<file path="config.mk">
export PLATFORM = sky130hd
export DESIGN_NAME = vpu_tile_sched
export DESIGN_NICKNAME = d
export VERILOG_FILES = /design/src/rtl/vpu_tile_sched.sv
export SDC_FILE = /design/constraint.sdc
export NUM_CORES = 1
export LEC_CHECK = 0
export BUFFER_PORTS_ARGS = -buffer_cell sky130_fd_sc_hd__buf_2
export CAP_MARGIN = 10
export CORE_UTILIZATION = 45
export DETAILED_ROUTE_END_ITERATION = 7
export PLACE_DENSITY_LB_ADDON = 0.05
export SLEW_MARGIN = 20
export SYNTH_ARGS = -nofsm -noshare
export SYNTH_HDL_FRONTEND = slang
export SYNTH_SLANG_ARGS = --single-unit
</file>
<file path="constraint.sdc">
create_clock -name clk -period 1.9 [get_ports clk]
set_input_delay 0.38 -clock clk [delete_from_list [all_inputs] [get_ports clk]]
set_output_delay 0.38 -clock clk [all_outputs]
set_load 0.01 [all_outputs]
</file>
<file path="src/rtl/vpu_tile_sched.sv">
// Job sequencer for the tiled matmul VPU: clears the result grid, streams operand fetches,
// times grid stores against the datapath latency, then unloads the result rows.
module vpu_tile_sched #(
  parameter int ROW_A     = 4,
  parameter int COL_W     = 4,
  parameter int K_TILES   = 2,
  parameter int FETCH_LAT = 1,
  parameter int PIPE_LAT  = 3,
  localparam int KW = (K_TILES > 1) ? $clog2(K_TILES) : 1,
  localparam int RW = (ROW_A > 1) ? $clog2(ROW_A) : 1,
  localparam int CW = $clog2(COL_W)
) (
  input  logic             clk,
  input  logic             reset_n,
  input  logic             start,
  input  logic             abort,
  input  logic             op_valid,
  output logic             busy,
  output logic             done,
  output logic             rd_en,
  output logic [KW+RW-1:0] a_addr,
  output logic [KW+CW-1:0] w_addr,
  output logic             reset_sys,
  output logic             store,
  output logic             compute_done,
  output logic             deload_out,
  output logic             out_valid,
  output logic [RW-1:0]    out_row
);

  localparam int DL = FETCH_LAT + PIPE_LAT;
  localparam logic [KW-1:0] K_LAST = KW'(K_TILES - 1);
  localparam logic [RW-1:0] R_LAST = RW'(ROW_A - 1);
  localparam logic [CW-1:0] C_LAST = CW'(COL_W - 1);

  typedef enum logic [2:0] {
    S_IDLE, S_CLEAR, S_ISSUE, S_DRAIN, S_UNLOAD, S_FIN
  } state_t;

  state_t          state_reg, state_next;
  logic [KW-1:0]   k_reg;
  logic [RW-1:0]   r_reg;
  logic [CW-1:0]   c_reg;
  logic [RW-1:0]   row_cnt_reg;
  logic [DL-1:0]   dl_reg, dl_next;
  logic            out_valid_reg;
  logic [RW-1:0]   out_row_reg;
  logic            issue;
  logic            abort_act;
  logic            last_issue;

  assign abort_act  = abort && (state_reg != S_IDLE);
  assign issue      = (state_reg == S_ISSUE) && op_valid;
  assign last_issue = issue && (k_reg == K_LAST) && (r_reg == R_LAST) && (c_reg == C_LAST);

  always_comb begin
    state_next   = state_reg;
    busy         = (state_reg != S_IDLE);
    done         = 1'b0;
    reset_sys    = 1'b0;
    rd_en        = 1'b0;
    compute_done = 1'b0;
    deload_out   = 1'b0;
    case (state_reg)
      S_IDLE:   if (start) state_next = S_CLEAR;
      S_CLEAR: begin
        reset_sys  = 1'b1;
        state_next = S_ISSUE;
      end
      S_ISSUE: begin
        rd_en = op_valid;
        if (last_issue) state_next = S_DRAIN;
      end
      S_DRAIN: begin
        if (dl_reg == '0) begin
          compute_done = 1'b1;
          state_next   = S_UNLOAD;
        end
      end
      S_UNLOAD: begin
        deload_out = 1'b1;
        if (row_cnt_reg == R_LAST) state_next = S_FIN;
      end
      S_FIN: begin
        done       = 1'b1;
        state_next = S_IDLE;
      end
      default:  state_next = S_IDLE;
    endcase
    // An abort wins over any completion pulse in the same cycle
    if (abort_act) begin
      state_next   = S_IDLE;
      done         = 1'b0;
      compute_done = 1'b0;
    end
  end

  always_ff @(posedge clk or negedge reset_n) begin
    if (!reset_n) state_reg <= S_IDLE;
    else          state_reg <= state_next;
  end

  // Issue counters: k outer, row/col of the grid element inner
  always_ff @(posedge clk or negedge reset_n) begin
    if (!reset_n) begin
      k_reg <= '0;
      r_reg <= '0;
      c_reg <= '0;
    end else if (abort_act || state_reg == S_CLEAR) begin
      k_reg <= '0;
      r_reg <= '0;
      c_reg <= '0;
    end else if (issue) begin
      if (c_reg == C_LAST) begin
        c_reg <= '0;
        if (r_reg == R_LAST) begin
          r_reg <= '0;
          k_reg <= (k_reg == K_LAST) ? '0 : k_reg + 1'b1;
        end else begin
          r_reg <= r_reg + 1'b1;
        end
      end else begin
        c_reg <= c_reg + 1'b1;
      end
    end
  end

  assign a_addr = {k_reg, r_reg};
  assign w_addr = {k_reg, c_reg};

  // Store delay line: one tap per cycle of fetch + datapath latency
  assign dl_next[0] = issue && !abort_act;
  for (genvar gi = 1; gi < DL; gi++) begin : g_dl
    assign dl_next[gi] = abort_act ? 1'b0 : dl_reg[gi-1];
  end

  always_ff @(posedge clk or negedge reset_n) begin
    if (!reset_n) dl_reg <= '0;
    else          dl_reg <= dl_next;
  end

  assign store = dl_reg[DL-1];

  always_ff @(posedge clk or negedge reset_n) begin
    if (!reset_n) begin
      row_cnt_reg   <= '0;
      out_valid_reg <= 1'b0;
      out_row_reg   <= '0;
    end else begin
      if (deload_out && !abort_act)
        row_cnt_reg <= (row_cnt_reg == R_LAST) ? '0 : row_cnt_reg + 1'b1;
      else
        row_cnt_reg <= '0;
      out_valid_reg <= deload_out && !abort_act;
      out_row_reg   <= (deload_out && !abort_act) ? row_cnt_reg : '0;
    end
  end

  assign out_valid = out_valid_reg;
  assign out_row   = out_row_reg;

endmodule

</file>
==> impl_results.rst <==
.. list-table::
   :header-rows: 1

   * - Metric
     - Value
   * - Slew of the pin with the lowest slew margin
     - 0.3755 ns
   * - RSZ-0062 raised after global routing
     - no
   * - Number of buffer cells added on primary ports
     - 20
   * - Final Max Tran Viols
     - 0
   * - Residual overflow from global routing
     - 0
   * - Master cell of the clock root buffer
     - sky130_fd_sc_hd__clkbuf_4
   * - Arrival time at the worst endpoint
     - 1.40 ns
   * - Maximum fanout along the worst path
     - 10
   * - Final setup slack of the worst path
     - 0.1151 ns
   * - Post-synthesis sequential area ratio
     - 0.5215
   * - Multi-input combinational cell area
     - 359.1 um^2
   * - Clock sink count
     - 17
   * - Area inside the core boundary
     - 0.001708 mm^2
   * - Kind of capture point of the worst setup path
     - output pin
   * - Via density per instance
     - 5.123
   * - Class of the tightest hold or removal check
     - primary input to register
   * - Crit path time final
     - 1.785 ns
   * - Area taken by flip-flops and latches
     - 426.7 um^2
   * - Register clock-pin slew on the reported worst setup and hold paths
     - 0.10 ns
   * - VDD IR max
     - 0.0005164 V
   * - Total of max-cap violations
     - 0
   * - Die Wd
     - 44.58 um
   * - Post-synthesis average cell area
     - 10.59 um^2
   * - Count of unique library cells instantiated by Yosys
     - 30
   * - Main area contributors after synthesis
     - sky130_fd_sc_hd__dfrtp_1 (52%), sky130_fd_sc_hd__and2_1 (5.4%), sky130_fd_sc_hd__ha_1 (4.6%)
   * - Pwr dens
     - 994.6 mW/mm^2
   * - Post-layout power
     - 963.2 uW
   * - Fin Clk Skew
     - 0.0005970 ns
   * - Area of the die
     - 0.001987 mm^2
   * - CTS tree
     - done
   * - Largest register FFs
     - 4
   * - Pin count of the biggest net entering global routing
     - 18
   * - Number of setup buffers added after CTS
     - 0
   * - Number of flops mapped to enable cells by yosys
     - 0
   * - Period Utilization, post-route
     - 0.9394
   * - Most used flip-flop cell after synthesis
     - sky130_fd_sc_hd__dfrtp_1
   * - Number of fillers in the final layout
     - 149
   * - Worst min-delay path startpoint
     - abort
   * - Flops & latches, synth
     - 17
   * - Total DRC errors in the routed layout
     - 0
   * - Net total in the final layout
     - 106
   * - Total Negative Setup Slacks
     - 0 ns
   * - Area added between synthesis and finish
     - 18.71%
   * - Setup-failing EPs final
     - 0
   * - Total wire length
     - 1549 um
   * - Worst setup path class
     - register to output pin
   * - Number of core rows
     - 15
   * - Estimated wirelength of the detail-placed design
     - 1080 um
   * - Startpoint type of the worst setup path
     - register
   * - Portion of synthesized cell area occupied by the leading cell type
     - 0.5215
   * - Synthesized area
     - 815.8 um^2
   * - Synth warn
     - 0
   * - Hold slack
     - 0.3448 ns
   * - DRT iter0 DRCs
     - 11
   * - Total routing resource utilization after global routing
     - 0.1729
   * - Startpoint of the worst setup timing path
     - state_reg[2]$_DFFE_PN0P_
   * - Vias in the first global route
     - 517
   * - Total leakage power
     - 0.0004989 uW
   * - H-tree level count
     - 1
   * - Share of cells above drive strength 1
     - 0.3196
   * - Latest clock arrival within the worst-skew pair
     - 0.29 ns
   * - Y dimension of the die
     - 44.58 um
   * - Worst relative slew slack
     - 0.7497
   * - Final weighted congestion in routability-driven placement
     - 0.6997
   * - Antenna Violating Nets Remaining
     - 0
   * - TritonCTS Buffers
     - 3
   * - Gate count after technology mapping
     - 77
   * - Number of I/O pins
     - 21
   * - Top library cells by usage in the layout, fill and taps aside
     - sky130_fd_sc_hd__buf_2 (20), sky130_fd_sc_hd__dfrtp_1 (16), sky130_fd_sc_hd__and2_1 (7)
   * - Number of antenna violations at the first check in global routing
     - 0
   * - Average wire length per cell after detail routing
     - 12.70 um
   * - Top achievable clock speed
     - 560.3 MHz
   * - Via count of the routed design
     - 625
   * - Critical R2R Launch
     - state_reg[0]$_DFFE_PN0P_
   * - First-pass GRT wire length
     - 2394 um
   * - Worst setup slack after placement
     - 0.2826 ns
   * - Antenna fix cells
     - 0
   * - Number of nets produced by synthesis
     - 85
   * - Length of the first detailed-routing pass in iterations
     - 4
   * - Data required time of the critical path
     - 1.52 ns
   * - Largest area contributor in the synthesized netlist
     - sky130_fd_sc_hd__dfrtp_1
   * - Hold violation count in the final report
     - 0
   * - Initial cell density of the core
     - 0.4777
   * - Max Buffers Root-to-Sink
     - 2
   * - Async set or reset register ratio after synthesis
     - 1.000
   * - Outcome
     - finished, final reports clean
   * - Most common cell after layout, fill and taps aside
     - sky130_fd_sc_hd__buf_2
area by class of cell:
cell class | instances | share of cell area
repair buffers | 22 | 0.1214
multi-input cells | 52 | 0.3708
inverters | 2 | 0.007752
well taps | 25 | 0.03230
clock buffers | 4 | 0.02713
flip-flops and latches | 17 | 0.4406
cells in the mapped netlist, types with 2 or more instances:
master and count:
sky130_fd_sc_hd__and2_1 7, sky130_fd_sc_hd__a21oi_1 4, sky130_fd_sc_hd__dfrtp_1 17, sky130_fd_sc_hd__inv_1 2
sky130_fd_sc_hd__ha_1 3, sky130_fd_sc_hd__or3_1 3, sky130_fd_sc_hd__nor3b_1 3, sky130_fd_sc_hd__buf_4 2
sky130_fd_sc_hd__nor2b_1 2, sky130_fd_sc_hd__o21ai_0 6, sky130_fd_sc_hd__buf_2 2, sky130_fd_sc_hd__nand2_1 6
sky130_fd_sc_hd__nor2_1 3
path summary, 6_finish.rpt:
kind | depth (start not counted) | slack (ns) | endpoint
worst max-delay path | 3 | 0.12 | compute_done
worst min-delay path | 2 | 0.34 | dl_reg[0]$_DFF_PN0_
worst max register to register | 3 | 0.44 | r_reg[0]$_DFFE_PN0P_
worst min register to register | 1 | 0.49 | row_cnt_reg[0]$_DFF_PN0_
max in group asynchronous | 2 | 1.08 | state_reg[1]$_DFFE_PN0P_
min in group asynchronous | 2 | 0.53 | out_row[1]$_DFF_PN0_
cell families (layout without fill, tap and decap cells):
family,after synthesis,in the layout,share of synthesized area
flip-flops,17,17,0.5215
AO/OA/AOI/OAI,14,14,0.09971
adder cells (fa/ha/maj),3,3,0.04602
AND/OR/NAND/NOR,35,35,0.2745
buffers and inverters,8,28,0.05828
critical path, cell delays in order (launching register included):
cell and delay (ns):
sky130_fd_sc_hd__dfrtp_1 0.48, sky130_fd_sc_hd__and4bb_2 0.36, sky130_fd_sc_hd__and2_1 0.15, sky130_fd_sc_hd__buf_2 0.13
report_power, final:
group | internal (uW) | leakage, uW | switching [uW]
clock network | 81.8 | 0.0000150 | 114
registers | 407 | 0.000233 | 80.2
logic | 129 | 0.000251 | 151
per-stage QoR:
stage / std cells / util / instance area, um^2
floorplan: 77 / - / 815.8
global route: 122 / 0.5670 / 968.4
global placement: 117 / 0.5355 / 914.6
CTS: 122 / 0.5597 / 955.9
detailed placement: 117 / 0.5355 / 914.6
finish: 122 / 0.5670 / 968.4
per-layer routing:
layer / wire, um / up-vias / share of wire / track usage
li1: - / 312 / - / -
met1: 736 / 293 / 0.48 / 0.2559
met2: 727 / 16 / 0.47 / 0.2353
met4: 25 / 0 / 0.016 / 0.09091
met5: 0 / - / 0 / 0
met3: 59 / 4 / 0.038 / 0.03673
repair_timing:
| item | in CTS | in global routing |
|---|---|---|
| hold endpoints to repair | 6 | 0 |
| resized for setup | 1 | 2 |
| setup endpoints to repair | 1 | 1 |
| hold buffers | 1 | 0 |
Power figures use the tool's default switching activity.
